File: config.mk
export PLATFORM = sky130hd
export DESIGN_NAME = period_meter
export DESIGN_NICKNAME = d
export VERILOG_FILES = /design/src/rtl/period_meter.sv
export SDC_FILE = /design/constraint.sdc
export NUM_CORES = 1
export LEC_CHECK = 0
export ABC_AREA = 1
export CAP_MARGIN = 30
export CORE_MARGIN = 2
export CORE_UTILIZATION = 60
export DETAILED_ROUTE_END_ITERATION = 7
export DONT_BUFFER_PORTS = 1
export PLACE_DENSITY = 0.8
export SETUP_SLACK_MARGIN = 0.3
export SLEW_MARGIN = 20
export SYNTH_ARGS = -nofsm -noshare
export SYNTH_HDL_FRONTEND = slang
export SYNTH_SLANG_ARGS = --single-unit
File: constraint.sdc
create_clock -name clk_ref -period 2.4 [get_ports clk_ref]
set_clock_uncertainty 0.2 [all_clocks]
set_input_delay 0.48 -clock clk_ref [delete_from_list [all_inputs] [get_ports clk_ref]]
set_output_delay 0.48 -clock clk_ref [all_outputs]
set_load 0.02 [all_outputs]
File: src/rtl/period_meter.sv
// Measures period and high time of an asynchronous input in clk_ref cycles, with a sticky timeout.
// Define PERIOD_METER_AVG_EN to report the truncated average of every 4 consecutive periods instead.
module period_meter #(
  parameter int unsigned CNT_W   = 16,
  parameter int unsigned TIMEOUT = 16'hFFFF
) (
  input  logic             clk_ref,
  input  logic             rst,
  input  logic             sig_in,
  input  logic             en,
  output logic [CNT_W-1:0] period,
  output logic [CNT_W-1:0] high_time,
  output logic             period_vld,
  output logic             timeout
);

  typedef enum logic [1:0] {IDLE, ARM, MEAS} state_t;

  localparam logic [CNT_W-1:0] TIMEOUT_C = CNT_W'(TIMEOUT);
  localparam logic [CNT_W-1:0] ONE       = CNT_W'(1);

  logic             meta_q, sync_q, prev_q;
  logic             rise;
  state_t           state_q;
  logic [CNT_W-1:0] cnt_q, hcnt_q, period_q, high_q;
  logic [CNT_W-1:0] cnt_d, hcnt_d;
  logic             vld_q, tmo_q;

  // NOTE: reset is synchronous, so it lives inside the clocked block and is only seen on an edge.
  always_ff @(posedge clk_ref) begin
    if (rst) begin
      meta_q <= 1'b0;
      sync_q <= 1'b0;
      prev_q <= 1'b0;
    end else begin
      meta_q <= sig_in;
      sync_q <= meta_q;
      prev_q <= sync_q;
    end
  end

  assign rise = sync_q & ~prev_q;

  always_comb begin
    cnt_d  = cnt_q + ONE;
    hcnt_d = hcnt_q + CNT_W'(sync_q);
  end

`ifdef PERIOD_METER_AVG_EN
  logic [1:0]       grp_q;
  logic [CNT_W+1:0] psum_q, hsum_q, psum_d, hsum_d;

  assign psum_d = psum_q + (CNT_W+2)'(cnt_q);
  assign hsum_d = hsum_q + (CNT_W+2)'(hcnt_q);
`endif

  always_ff @(posedge clk_ref) begin
    if (rst) begin
      state_q  <= IDLE;
      cnt_q    <= '0;
      hcnt_q   <= '0;
      period_q <= '0;
      high_q   <= '0;
      vld_q    <= 1'b0;
      tmo_q    <= 1'b0;
`ifdef PERIOD_METER_AVG_EN
      grp_q    <= '0;
      psum_q   <= '0;
      hsum_q   <= '0;
`endif
    end else begin
      // NOTE: non-blocking default; a later assignment in this block overrides it for one cycle.
      vld_q <= 1'b0;
      if (!en) begin
        state_q <= IDLE;
`ifdef PERIOD_METER_AVG_EN
        grp_q   <= '0;
        psum_q  <= '0;
        hsum_q  <= '0;
`endif
      end else begin
        unique case (state_q)
          IDLE: state_q <= ARM;
          ARM: begin
            if (rise) begin
              cnt_q   <= ONE;
              hcnt_q  <= CNT_W'(sync_q);
              state_q <= MEAS;
            end
          end
          MEAS: begin
            // A rise beats the timeout when both land on the same cycle.
            if (rise) begin
              cnt_q  <= ONE;
              hcnt_q <= ONE;
`ifdef PERIOD_METER_AVG_EN
              if (grp_q == 2'd3) begin
                period_q <= psum_d[CNT_W+1:2];
                high_q   <= hsum_d[CNT_W+1:2];
                vld_q    <= 1'b1;
                tmo_q    <= 1'b0;
                grp_q    <= '0;
                psum_q   <= '0;
                hsum_q   <= '0;
              end else begin
                grp_q  <= grp_q + 2'd1;
                psum_q <= psum_d;
                hsum_q <= hsum_d;
              end
`else
              period_q <= cnt_q;
              high_q   <= hcnt_q;
              vld_q    <= 1'b1;
              tmo_q    <= 1'b0;
`endif
            end else if (cnt_q == TIMEOUT_C) begin
              tmo_q   <= 1'b1;
              state_q <= ARM;
`ifdef PERIOD_METER_AVG_EN
              grp_q   <= '0;
              psum_q  <= '0;
              hsum_q  <= '0;
`endif
            end else begin
              cnt_q  <= cnt_d;
              hcnt_q <= hcnt_d;
            end
          end
          default: state_q <= IDLE;
        endcase
      end
    end
  end

  assign period     = period_q;
  assign high_time  = high_q;
  assign period_vld = vld_q;
  assign timeout    = tmo_q;

endmodule

==> results.sh <==
export IMPL_outcome="complete, no violations"
export IMPL_cp_end_kind="register"
export IMPL_layout_common_cells="nand2_1, nand3_1, nor2_1"
export IMPL_syn_area_per_cell_sq_um=6.78
export IMPL_via_per_inst=5.69
export IMPL_track_usage=0.266
export IMPL_crit_slowest_cell="dfxtp_4"
export IMPL_cp_max_fo=24
export IMPL_synth_compound_area_share=0.105
export IMPL_vias=3476
export IMPL_syn_area_sq_mm=0.00358
export IMPL_nets=538
export IMPL_setup_viol=0
export IMPL_crit_required_ns=2.51
export IMPL_fin_setup_tns_ns=0
export IMPL_dr_pass1_iters=5
export IMPL_nFillCells=494
export IMPL_cts_tree="done"
export IMPL_drt_wl_total_microns=8550
export IMPL_clockBufferDepth=2
export IMPL_peakVddDrop_v=0.000385
export IMPL_area_delta_synth_final_pct=9.20
export IMPL_start_kind="register"
export IMPL_drv_slew=0
export IMPL_clock_insertion_delay_worst_skew_ns=0.37
export IMPL_wl_per_cell_microns=14.0
export IMPL_synth_seq_cells=71
export IMPL_cts_root_buffer="clkbuf_8"
export IMPL_drive_above_1_share=0.110
export IMPL_total_power_mw=2.34
export IMPL_synth_area_leaders="dfxtp_1, nand3_1, nand2_1"
export IMPL_max_freq_ghz=0.505
export IMPL_power_density_mw_per_mm2=599
export IMPL_antenna_cells=0
export IMPL_leakage_nw=1.50
export IMPL_crit_chain="ha_2 -> nand2_1 -> nor2_4 -> nand2_4 -> o21ai_4 -> nand3_4 -> buf_6 -> nand3_1 -> nand2_1 -> nor2_1"
export IMPL_ys_seq_area_frac=0.397
export IMPL_hpwl_microns=5790
export IMPL_slowest_delay_ns=0.39
export IMPL_synth_xor_area_frac=0.00734
export IMPL_final_common_cell="nand2_1"
export IMPL_pin_count=38
export IMPL_cts_sinks=71
export IMPL_path_clk_slew_ns=0.08
export IMPL_drc=0
export IMPL_die_height_microns=81.2
export IMPL_synth_edf_count=0
export IMPL_worst_pin_slew_ns=0.781
export IMPL_cp_arrival_ns=2.09
export IMPL_crit_top_cell="nand2_1"
export IMPL_start_util=0.612
export IMPL_syn_nets=535
export IMPL_max_cap_violations=0
export IMPL_h_tree_depth=3
export IMPL_synth_fa_ha_area_frac=0.0105
export IMPL_synth_simple_area_share=0.386
export IMPL_synth_top_family_by_area="simple AND/OR/NAND/NOR gates"
export IMPL_synthCells=528
export IMPL_grt_pass1_vias=2869
export IMPL_overflow=0
export IMPL_fp_row_count=28
export IMPL_min_path_type="input port to register"
export IMPL_portBuffers=0
export IMPL_drtIter0Drc=322
export IMPL_routabilityCongestion=0.921
export IMPL_fin_crit_sh=0.824
export IMPL_ant_nets=0
export IMPL_grt_antenna_before_repair=0
export IMPL_ys_types=30
export IMPL_synth_top_area_cell="dfxtp_1"
export IMPL_ys_warn_count=0
export IMPL_finalCriticalPeriod_ns=1.98
export IMPL_async_flop_share=0
export IMPL_die_x_microns=81.2
export IMPL_hold_viol=0
export IMPL_core_sq_mm=0.00585
export IMPL_slew_headroom=0.479
export IMPL_grt_start_max_net_pins=38
export IMPL_rsz0062_at_grt="false"
export IMPL_ys_flop_type="dfxtp_1"
export IMPL_die_area_sq_mm=0.00660
export IMPL_critPathKind="register to register"
export IMPL_cts_made_buffers=9
export IMPL_synth_mux_area_fraction=0
export IMPL_synth_top_area_frac=0.397
export IMPL_grt_pass1_wl_microns=13500
## through the flow
step / utilization / instances / hold slack, ns / area (sq um) / setup WS [ns]
2_1_floorplan: - / 528 / 0.188 / 3580 / 0.477
3_3_place_gp: 0.617 / 587 / 0.193 / 3610 / 0.431
3_5_place_dp: 0.617 / 587 / 0.198 / 3610 / 0.345
4_1_cts: 0.657 / 607 / 0.0551 / 3840 / 0.302
5_1_grt: 0.668 / 611 / 0.0735 / 3910 / 0.290
6_report: 0.668 / 611 / 0.0625 / 3910 / 0.421
## repair_timing
action | 4_1_cts | 5_1_grt
endpoints found under the hold margin | 21 | 0
endpoints found under the setup margin | 0 | 61
setup buffers | 0 | 4
resized for setup | 0 | 11
hold buffers | 4 | 0
## flip-flops by register name, summed over array words and instances (netlist names)
signal,cells
period,16
hcnt_q,16
meta_q,1
state_q,2
sync_q,1
cnt_q,16
period_vld,1
timeout,1
prev_q,1
high_time,16
## final timing paths
| path | startpoint | end | slack (ns) | depth (start not counted) |
|---|---|---|---|---|
| setup / recovery | cnt_q[0]$_SDFFE_PP0P_ | hcnt_q[14]$_SDFFE_PP0P_ | 0.42 | 10 |
| hold / removal | en | state_q[1]$_SDFFE_PP0P_ | 0.06 | 2 |
| setup reg to reg | cnt_q[0]$_SDFFE_PP0P_ | hcnt_q[14]$_SDFFE_PP0P_ | 0.42 | 10 |
| hold reg to reg | hcnt_q[8]$_SDFFE_PP0P_ | hcnt_q[8]$_SDFFE_PP0P_ | 0.30 | 2 |
## routing by layer
metal	up-vias	part of all wire	track usage	wire length [microns]
met5	-	0	0	0
met4	0	0.016	0.105	140
met3	15	0.085	0.0633	726
met2	161	0.44	0.377	3750
met1	1577	0.46	0.387	3930
li1	1723	-	-	-
## cells in the mapped netlist (3+ instances only)
cell / number
dfxtp_1: 71
o21ai_1: 6
inv_2: 4
a21oi_2: 10
nand3_1: 101
nor2_4: 3
inv_1: 47
ha_1: 3
nor2_1: 73
a21oi_1: 19
buf_2: 5
nand4_1: 7
nand2_1: 114
xor2_1: 3
clkbuf_1: 11
buf_6: 5
o21ai_0: 27
## critical path: cells and delay by family (launching register included)
| kind | cells | cell delay (ns) |
|---|---|---|
| AND/OR/NAND/NOR | 7 | 0.76 |
| flip-flops | 1 | 0.39 |
| buffers and inverters | 1 | 0.20 |
| adder cells (fa/ha/maj) | 1 | 0.19 |
| AO/OA/AOI/OAI | 1 | 0.17 |
## layout make-up
type	instances	area, sq um	area share
flip-flops and latches	71	1430	0.365
multi-input cells	381	1830	0.469
inverters	51	194	0.0496
repair buffers	17	164	0.0419
clock buffers	9	124	0.0317
clock inverters	7	71.3	0.0183
well taps	75	93.8	0.0240
## logic make-up (layout without fill, tap and decap cells)
logic type,after synthesis,count (layout)
flops,71,71
buf+inv,76,84
simple gates,310,310
xor+xnor,3,3
fa+ha+maj,3,3
compound gates,65,65
## power breakdown
part,internal (mW),leakage [nW],switching (mW)
sequential,1.19,0.575,0.0231
combinational,0.0486,0.835,0.0980
clock,0.479,0.0916,0.495
No activity file was read; power rests on OpenSTA's default activity.
